## src/rtl/bcd2count_if.sv

```systemverilog
// Request/response bundle for bcd2count: start strobe, nine BCD digits, status and result.
interface bcd2count_if #(
  parameter int unsigned BITS = 29
);
  logic            start;
  logic [3:0]      bcd_h_1;
  logic [3:0]      bcd_h_0;
  logic [3:0]      bcd_min_1;
  logic [3:0]      bcd_min_0;
  logic [3:0]      bcd_s_1;
  logic [3:0]      bcd_s_0;
  logic [3:0]      bcd_ms_2;
  logic [3:0]      bcd_ms_1;
  logic [3:0]      bcd_ms_0;
  logic            busy;
  logic            done;
  logic            error;
  logic [BITS-1:0] count;

  modport master (
    output start, bcd_h_1, bcd_h_0, bcd_min_1, bcd_min_0, bcd_s_1, bcd_s_0,
           bcd_ms_2, bcd_ms_1, bcd_ms_0,
    input  busy, done, error, count
  );

  modport slave (
    input  start, bcd_h_1, bcd_h_0, bcd_min_1, bcd_min_0, bcd_s_1, bcd_s_0,
           bcd_ms_2, bcd_ms_1, bcd_ms_0,
    output busy, done, error, count
  );
endinterface

```

## src/rtl/bcd2count.sv

```systemverilog
// Sequential hh:mm:ss.mmm BCD to binary millisecond converter, one digit per falling edge.
// Define BCD2COUNT_HOUR24_EN to also reject hours above 23.
module bcd2count #(
  parameter int unsigned BITS = 29
) (
  input logic       NEclk,
  input logic       reset,
  bcd2count_if.slave bus
);

  typedef enum logic [1:0] {StIdle, StCheck, StConv} state_e;

  state_e          state_q, state_d;
  logic [35:0]     sreg_q, sreg_d;
  logic [3:0]      idx_q, idx_d;
  logic [BITS-1:0] acc_q, acc_d;
  logic [BITS-1:0] count_q, count_d;
  logic            busy_q, busy_d;
  logic            done_q, done_d;
  logic            error_q, error_d;

  logic [3:0]      dig;
  logic [BITS-1:0] dig_ext;
  logic [BITS-1:0] acc_mac;
  logic            bad;

  assign dig     = sreg_q[35:32];
  assign dig_ext = {{(BITS-4){1'b0}}, dig};

  // Radix of the digit being folded in: hours tens starts the sum, tens of min/sec are base 6.
  always_comb begin
    case (idx_q)
      4'd0:       acc_mac = dig_ext;
      4'd2, 4'd4: acc_mac = (acc_q << 2) + (acc_q << 1) + dig_ext;
      default:    acc_mac = (acc_q << 3) + (acc_q << 1) + dig_ext;
    endcase
  end

  // Shift register layout: h1 at [35:32] down to ms0 at [3:0].
  always_comb begin
    bad = 1'b0;
    for (int i = 0; i < 9; i++) begin
      if (sreg_q[i*4 +: 4] > 4'd9) bad = 1'b1;
    end
    if (sreg_q[27:24] > 4'd5) bad = 1'b1;
    if (sreg_q[19:16] > 4'd5) bad = 1'b1;
`ifdef BCD2COUNT_HOUR24_EN
    if (sreg_q[35:32] > 4'd2) bad = 1'b1;
    if (sreg_q[35:32] == 4'd2 && sreg_q[31:28] > 4'd3) bad = 1'b1;
`endif
  end

  always_comb begin
    state_d = state_q;
    sreg_d  = sreg_q;
    idx_d   = idx_q;
    acc_d   = acc_q;
    count_d = count_q;
    busy_d  = busy_q;
    done_d  = 1'b0;
    error_d = error_q;
    unique case (state_q)
      StIdle: begin
        if (bus.start) begin
          sreg_d  = {bus.bcd_h_1, bus.bcd_h_0, bus.bcd_min_1, bus.bcd_min_0,
                     bus.bcd_s_1, bus.bcd_s_0, bus.bcd_ms_2, bus.bcd_ms_1, bus.bcd_ms_0};
          acc_d   = '0;
          idx_d   = 4'd0;
          error_d = 1'b0;
          busy_d  = 1'b1;
          state_d = StCheck;
        end
      end
      StCheck: begin
        if (bad) begin
          error_d = 1'b1;
          done_d  = 1'b1;
          busy_d  = 1'b0;
          state_d = StIdle;
        end else begin
          state_d = StConv;
        end
      end
      StConv: begin
        acc_d  = acc_mac;
        sreg_d = {sreg_q[31:0], 4'h0};
        idx_d  = idx_q + 4'd1;
        if (idx_q == 4'd8) begin
          count_d = acc_mac;
          done_d  = 1'b1;
          busy_d  = 1'b0;
          state_d = StIdle;
        end
      end
      default: state_d = StIdle;
    endcase
  end

  always_ff @(negedge NEclk) begin
    if (reset) begin
      state_q <= StIdle;
      sreg_q  <= '0;
      idx_q   <= '0;
      acc_q   <= '0;
      count_q <= '0;
      busy_q  <= 1'b0;
      done_q  <= 1'b0;
      error_q <= 1'b0;
    end else begin
      state_q <= state_d;
      sreg_q  <= sreg_d;
      idx_q   <= idx_d;
      acc_q   <= acc_d;
      count_q <= count_d;
      busy_q  <= busy_d;
      done_q  <= done_d;
      error_q <= error_d;
    end
  end

  assign bus.busy  = busy_q;
  assign bus.done  = done_q;
  assign bus.error = error_q;
  assign bus.count = count_q;

endmodule

```

## src/flat_wrapper.sv

```systemverilog
// flat-port wrapper written by rule: the top's interface ports become plain ports
module bcd2count_flat 
#(
  parameter int unsigned BITS = 29
)
  (NEclk, reset, bus_start, bus_bcd_h_1, bus_bcd_h_0, bus_bcd_min_1, bus_bcd_min_0, bus_bcd_s_1, bus_bcd_s_0, bus_bcd_ms_2, bus_bcd_ms_1, bus_bcd_ms_0, bus_busy, bus_done, bus_error, bus_count);
  bcd2count_if #(.BITS(BITS)) bus_i ();
  input logic NEclk;
  input logic reset;
  input wire logic [$bits(bus_i.start)-1:0] bus_start;
  input wire logic [$bits(bus_i.bcd_h_1)-1:0] bus_bcd_h_1;
  input wire logic [$bits(bus_i.bcd_h_0)-1:0] bus_bcd_h_0;
  input wire logic [$bits(bus_i.bcd_min_1)-1:0] bus_bcd_min_1;
  input wire logic [$bits(bus_i.bcd_min_0)-1:0] bus_bcd_min_0;
  input wire logic [$bits(bus_i.bcd_s_1)-1:0] bus_bcd_s_1;
  input wire logic [$bits(bus_i.bcd_s_0)-1:0] bus_bcd_s_0;
  input wire logic [$bits(bus_i.bcd_ms_2)-1:0] bus_bcd_ms_2;
  input wire logic [$bits(bus_i.bcd_ms_1)-1:0] bus_bcd_ms_1;
  input wire logic [$bits(bus_i.bcd_ms_0)-1:0] bus_bcd_ms_0;
  output wire logic [$bits(bus_i.busy)-1:0] bus_busy;
  output wire logic [$bits(bus_i.done)-1:0] bus_done;
  output wire logic [$bits(bus_i.error)-1:0] bus_error;
  output wire logic [$bits(bus_i.count)-1:0] bus_count;
  assign bus_i.start = bus_start;
  assign bus_i.bcd_h_1 = bus_bcd_h_1;
  assign bus_i.bcd_h_0 = bus_bcd_h_0;
  assign bus_i.bcd_min_1 = bus_bcd_min_1;
  assign bus_i.bcd_min_0 = bus_bcd_min_0;
  assign bus_i.bcd_s_1 = bus_bcd_s_1;
  assign bus_i.bcd_s_0 = bus_bcd_s_0;
  assign bus_i.bcd_ms_2 = bus_bcd_ms_2;
  assign bus_i.bcd_ms_1 = bus_bcd_ms_1;
  assign bus_i.bcd_ms_0 = bus_bcd_ms_0;
  assign bus_busy = bus_i.busy;
  assign bus_done = bus_i.done;
  assign bus_error = bus_i.error;
  assign bus_count = bus_i.count;
  bcd2count #(.BITS(BITS)) u_core (.NEclk(NEclk), .reset(reset), .bus(bus_i));
endmodule
```

## config.mk

```make
export PLATFORM = sky130hd
export DESIGN_NAME = bcd2count_flat
export DESIGN_NICKNAME = d
export VERILOG_FILES = /design/src/rtl/bcd2count_if.sv /design/src/rtl/bcd2count.sv /design/src/flat_wrapper.sv
export SDC_FILE = /design/constraint.sdc
export NUM_CORES = 1
export LEC_CHECK = 0
export CORE_MARGIN = 2
export CORE_UTILIZATION = 25
export CTS_CLUSTER_SIZE = 14
export DETAILED_ROUTE_END_ITERATION = 8
export PLACE_DENSITY_LB_ADDON = 0.1
export SYNTH_ARGS = -nofsm -noshare
export SYNTH_HDL_FRONTEND = slang
export SYNTH_SLANG_ARGS = --single-unit
```

## constraint.sdc

```tcl
create_clock -name NEclk -period 4.43 [get_ports NEclk]
set_clock_uncertainty 0.15 [all_clocks]
set_input_delay 0.6645 -clock NEclk [delete_from_list [all_inputs] [get_ports NEclk]]
set_output_delay 0.6645 -clock NEclk [all_outputs]
set_load 0.03 [all_outputs]
```

# After elaboration in Yosys (flattened, before gate mapping)
# Index checks and enable logic that the tools add are counted.
[classes]
mux = 32
n_addsub = 5
reduce_logical = 11
n_lt_le_gt_ge = 11
n_eq_ne = 8
[ops]
columns = ["operator", "n"]
rows = [
  ["36-bit case mux with 2 select lines", 1],
  ["29-bit adder", 2],
  ["29-bit by 4-bit adder with 29-bit output", 2],
  ["29-bit case mux with 2 select lines", 1],
  ["28-bit case mux with 2 select lines", 1],
  ["4-bit > comparator (second input constant)", 9],
  ["36-bit 2-to-1 mux", 1],
  ["28-bit 2-to-1 mux", 1],
  ["1-bit 2-to-1 mux", 18],
  ["4-bit by 3-bit > comparator with 1-bit output (second input constant)", 2],
  ["4-bit case mux with 2 select lines", 1],
  ["2-bit 2-to-1 mux", 3],
  ["2-bit case mux with 3 select lines", 1],
  ["2-bit AND reduction", 3],
  ["4-bit by 1-bit adder with 4-bit output (second input constant)", 1],
  ["4-bit by 2-bit == test with 1-bit output (second input constant)", 1],
  ["4-bit by 3-bit == test with 1-bit output (second input constant)", 1],
  ["4-bit == test (second input constant)", 1],
  ["4-bit zero test", 1],
  ["4-bit 2-to-1 mux", 1],
  ["2-bit by 1-bit != test with 1-bit output (second input constant)", 2],
  ["1-bit case mux with 2 select lines", 2],
  ["4-bit AND reduction", 1],
  ["2-bit nonzero test", 2],
  ["8 further kinds", 8],
]
[totals]
in_bits = 39
elab_cells = 75
register_bits = 102

# Depth between registers and ports, before layout
[logic_depth]
depth_word = 14
mapped_depth = 12
mapped_depth_nobuf = 12

==> key figures <==
Yosys
  – Dominant cells by area after synthesis: dfxtp_1 26%, ha_1 18%, nor2_1 5.2%, mux2i_1 5.2%, a21oi_1 4.9%
  – Synth top area share: 0.2636
  – Mapped cell area: 7746 um^2
  – Total nets after synthesis: 1105
  – Ys Warns: 0
  – Post-Syn Instances: 952
  – Flops & latches, synth: 102
  – Main synth FF type: dfxtp_1
  – Synth cell types: 64
  – Post-synth top area cell: dfxtp_1
  – Sequential area share after synthesis: 0.2636
  – Syn avg cell area: 8.137 um^2
  – Post-synth ARST share: 0
  – Post-synth EDFFs: 0

Worst setup path
  – Crit. End Element: flip-flop
  – Crit Path Class: primary input to flip-flop
  – Worst EP arrival: 2.23 ns
  – Required time worst endpoint: 2.42 ns
  – Worst Setup SP: bus_start
  – Reg2Reg Launch Point: u_core.acc_q[2]
  – Worst path max stage delay: 0.50 ns
  – Max stage delay cell, worst path: clkdlybuf4s50_1
  – Worst-case reg-to-reg path depth: 12
  – Critical Path, Cell by Cell: clkdlybuf4s50_1, nand2b_1, nand2_1, nor2_1, buf_4, nand4_1, nand3_1
  – Setup crit start kind: primary input
  – Largest fanout on the critical path: 5

GRT
  – GR Util All Layers: 0.1588
  – Vias in the first global route: 7622
  – Initial antenna violation count: 0
  – Remaining global-route overflow: 0
  – First-pass GRT wire length: 41160 um
  – Largest net degree at the start of global routing: 49

Timing
  – RSZ-0062 raised after global routing: no
  – WHS: 0.2930 ns
  – Max-slew violations: 0
  – Setup TNS Final: 0 ns
  – Setup Viol. Count Final: 0
  – PnR worst setup slack: 0.1897 ns
  – Final Hold Fails: 0
  – Max transition margin: 0.2705
  – Tightest Pin Transition: 1.093 ns

Place
  – Post-detail-place hpwl: 18650 um
  – Placed Instances: 1391
  – DP Worst Slack: -0.2332 ns
  – IO buf count: 70
  – Final GP Congestion: 0.8035

Cells and area
  – P&R area growth vs syn: 23.99%
  – Net count, final: 1260
  – Share of layout cells above drive strength 1: 0.04227
  – Number of fillers in the final layout: 3349
  – Commonest cells after routing, fill and taps aside: 133 x inv_1, 108 x ha_1, 106 x nor2_1, 102 x dfxtp_1, 83 x nand2_1
  – Commonest non-fill, non-tap cell in the layout: inv_1
  – ANT cells: 0
  – Post-route insts no fill: 1508
  – Layout Utilization: 0.3140

Clock tree
  – Clock transition at path regs: 0.03 ns
  – Clock H-tree levels: 3
  – Clk sinks: 102
  – Worst-Skew Late Latency: 0.44 ns
  – Clock root cell: clkbuf_16
  – CTS tree: done
  – Setup Buffers After CTS: 0
  – TritonCTS Buffers: 9
  – Clk buf depth: 2

Worst hold path
  – Hold path cells: 2
  – Worst hold path type: flip-flop to flip-flop
  – Hold Path Origin: u_core.bus.count[21]

Drt
  – DRC violations left: 0
  – Via density: 4.926
  – Via count: 7429
  – Routed Antenna Nets: 0
  – Initial DRC Count: 357
  – First-pass DRT Iterations: 4
  – DR WL/cell: 16.74 um
  – Routed WL: 25240 um

Power and ir drop
  – Seq pwr share: 0.360
  – Worst vdd ir: 181.7 uV
  – Net Sw Frac: 0.3889
  – Switching pwr: 1.242 mW
  – Clock power share: 0.388
  – Pwr/cell area: 332.6 nW/um^2
  – Comb power frac: 0.252
  – Static leakage: 4.676 nW
  – P_int: 1.952 mW

Floorplan
  – DIE HEIGHT: 180.0 um
  – Overall die width: 180.0 um
  – IO Count: 71
  – Die Area: 32410 um^2
  – Initial core utilization: 0.2532
  – Core Region: 30590 um^2
  – Row count: 64

Outcome
  – Outcome: complete, no violations

Run
  – Max Cap Viol: 0
## path summary, 6_finish.rpt
check | endpoint | slack, ns
worst min-delay path | u_core.bus.count[21] | 0.29
worst max-delay path | u_core.acc_q[27] | 0.19
worst min register to register | u_core.bus.count[21] | 0.29
worst max register to register | u_core.bus.count[25] | 0.48
## logic make-up after synthesis
logic type	synth area share
multiplexers	0.05169
buffers and inverters	0.03973
AND/OR/NAND/NOR	0.1698
XOR/XNOR	0.03957
flip-flops	0.2636
AO/OA/AOI/OAI	0.2466
adder cells (fa/ha/maj)	0.1890
## cell usage after synthesis, drive strengths merged, types with 13 or more instances
| master | instances |
|---|---|
| nor2 | 107 |
| xnor2 | 18 |
| nor3 | 22 |
| a21o | 22 |
| inv | 31 |
| dfxtp | 102 |
| a211oi | 47 |
| a31oi | 13 |
| nand2 | 83 |
| nand3 | 23 |
| clkbuf | 35 |
| xor2 | 17 |
| ha | 109 |
| mux2i | 40 |
| o21ai | 52 |
| a21oi | 76 |
| a22oi | 18 |
## critical path, delay by kind of cell
family	cells	cell delay, ns
buffers and inverters	2	0.70
AND/OR/NAND/NOR	5	0.87
## flip-flops by register name, indices dropped and copies added, names as in the netlist
register	count
u_core.bus.count	29
u_core.acc_q	28
u_core.bus.done	1
u_core.bus.error	1
u_core.sreg_q	36
u_core.state_q	2
u_core.bus.busy	1
u_core.idx_q	4
## layout make-up
| cell class | instances | area [um^2] | share of cell area |
|---|---|---|---|
| multi-input combinational | 772 | 5404 | 0.5627 |
| tap | 396 | 495.5 | 0.05159 |
| sequential | 102 | 2042 | 0.2126 |
| timing repair buffer | 90 | 858.3 | 0.08937 |
| clock buffer | 9 | 225.2 | 0.02345 |
| inverter | 30 | 112.6 | 0.01172 |
| clock inverter | 109 | 466.7 | 0.04859 |
## power groups by stage
| stage | combinational (mW) | clock (mW) | sequential (mW) |
|---|---|---|---|
| floorplan | 0.536 | 0.141 | 1.14 |
| global placement | 0.809 | 0.141 | 1.16 |
| detailed placement | 0.813 | 0.141 | 1.16 |
| CTS | 0.816 | 1.33 | 1.15 |
| global route | 0.910 | 1.42 | 1.16 |
| finish | 0.804 | 1.24 | 1.15 |
## metal layers
metal / part of all wire / vias up / global-route usage
met1: 0.49 / 3429 / 0.2091
met3: 0.042 / 36 / 0.04386
met5: 0 / - / 0
li1: - / 3825 / -
met2: 0.45 / 139 / 0.2441
met4: 0.021 / 0 / 0.06677
## through the flow
| step | power [mW] | cell area [um^2] |
|---|---|---|
| final | 3.194 | 9604 |
| after floorplan | 1.813 | 7746 |
| after CTS | 3.295 | 9604 |
| after global routing | 3.499 | 9604 |
| after global placement | 2.114 | 8956 |
| after detailed placement | 2.116 | 8956 |
## repair_timing
action	in CTS	in global routing
endpoints found under the setup margin	32	0
gates resized for setup	32	0
hold buffers	0	0
Note: power is estimated with default switching activity, not from simulation.
==> variant: new RTL, same settings <==
Add a define of `BCD2COUNT_HOUR24_EN`.
--- a/src/rtl/bcd2count.sv
+++ b/src/rtl/bcd2count.sv
@@ -1,5 +1,7 @@
 // Sequential hh:mm:ss.mmm BCD to binary millisecond converter, one digit per falling edge.
 // Define BCD2COUNT_HOUR24_EN to also reject hours above 23.
+`define BCD2COUNT_HOUR24_EN
+
 module bcd2count #(
   parameter int unsigned BITS = 29
 ) (
Function: changed (a bounded check fails within 4 cycles, from zero or initial values and one cycle with reset high).
==> variant against the original RTL <==
- sequential cell count did not move
- critical path type is now reg -> out
- area after synthesis down 3.0%
- critical endpoint is now bus_error
- critical path depth fell by 6
- routed wire length decreased by 7.8%
- global-route usage down 0.81 points
- largest cell class unchanged
- design area is 1.6% lower
- worst setup slack improved by 0.0077 ns
Power is not compared: it rests on default switching activity, and its combinational part moved more than twofold at a synthesized area within 25%.
==> variant: results (changes against the original RTL) <==
Place
  – Half-perimeter wire length of the detailed placement result: 17.4 mm (was 18.6 mm)

Synthesis
  – Most common library cells after synthesis: ha_1 (108), nor2_1 (107), dfxtp_1 (102), a21oi_1 (73), nand2_1 (63) (was ha_1 (109), nor2_1 (107), dfxtp_1 (102), nand2_1 (83), a21oi_1 (76))
  – Area share of fa/ha/maj cells after synthesis: 19.3% (was 18.9%)
  – Syn nets: 1,051 (was 1,105)
  – Share of synthesized area occupied by flip-flops and latches: 27.2% (was 26.4%)
  – Post-synthesis compound-gate area fraction: 24.5% (was 24.7%)

Detailed routing
  – Routed WL per cell: 16.0 microns (was 16.7 microns)
  – First drt pass iteration count: 5 (was 4)
  – Number of vias in the routed layout: 6,979 (was 7,429)

Finish
  – Non-clock inverter count: 25 (was 30)
  – Comb_multi_in: 720 (was 772)
  – Share of the final layout cell area in multi-input gates: 54.9% (was 56.3%)
  – Layout cell share with drive strength beyond 1: 5.74% (was 4.23%)
  – Proportion of final cell area spent on non-clock buffers: 9.88% (was 8.94%)

STA
  – Hold Worst Slack: 0.298 ns (was 0.293 ns)

Hold path
  – Worst min-delay path endpoint: u_core.bus.count[14] (was u_core.bus.count[21])
  – Hold path start: u_core.bus.count[14] (was u_core.bus.count[21])

Setup path
  – Cell with the biggest individual delay on the critical path: dlygate4sd2_1 (was clkdlybuf4s50_1)
  – Stage delay of the slowest cell on the critical path: 0.42 ns (was 0.50 ns)
  – Reg-to-reg slack, setup: 0.50 ns (was 0.48 ns)
  – Gate family responsible for the most delay along the worst path: buffers and inverters (was simple AND/OR/NAND/NOR gates)

Clock tree
  – Number of gates given a new drive strength after cts: 31 (was 32)
  – Clock latency of the later-clocked register in the worst-skew pair: 0.42 ns (was 0.44 ns)

GRT
  – Pin count of the biggest net entering global routing: 43 (was 49)

Outcome
  – Result of the run: finished, final reports clean (unchanged)
==> variant: per-stage QoR <==
stage | setup slack [ns] | util, % | power (mW)
after global placement | -0.119 | 29.7 | 1.46
after detailed placement | -0.163 | 29.7 | 1.46
after floorplan | 0.0120 | - | 1.32
after CTS | 0.00691 | 31.9 | 2.63
final | 0.197 | 31.9 | 2.55
after global routing | 0.137 | 31.9 | 2.77
==> variant: worst reg2reg max path, stage by stage, from the launching register on <==
cell and delay [ns]:
dfxtp_1 0.49, fa_1 0.52, ha_1 0.34, a211oi_2 0.26
o21bai_1 0.15, a21oi_2 0.31, o21ai_2 0.15, a221o_1 0.48
mux2_4 0.35, a32oi_1 0.21, buf_4 0.17, a2bb2oi_1 0.17
nor2_1 0.05
==> variant: metal layers <==
metal	track usage (%)	up-vias	routed length, microns
li1	-	3637	-
met2	23.7	116	10600
met4	4.78	0	316
met5	0	-	0
met1	20.1	3201	11600
met3	3.86	25	746
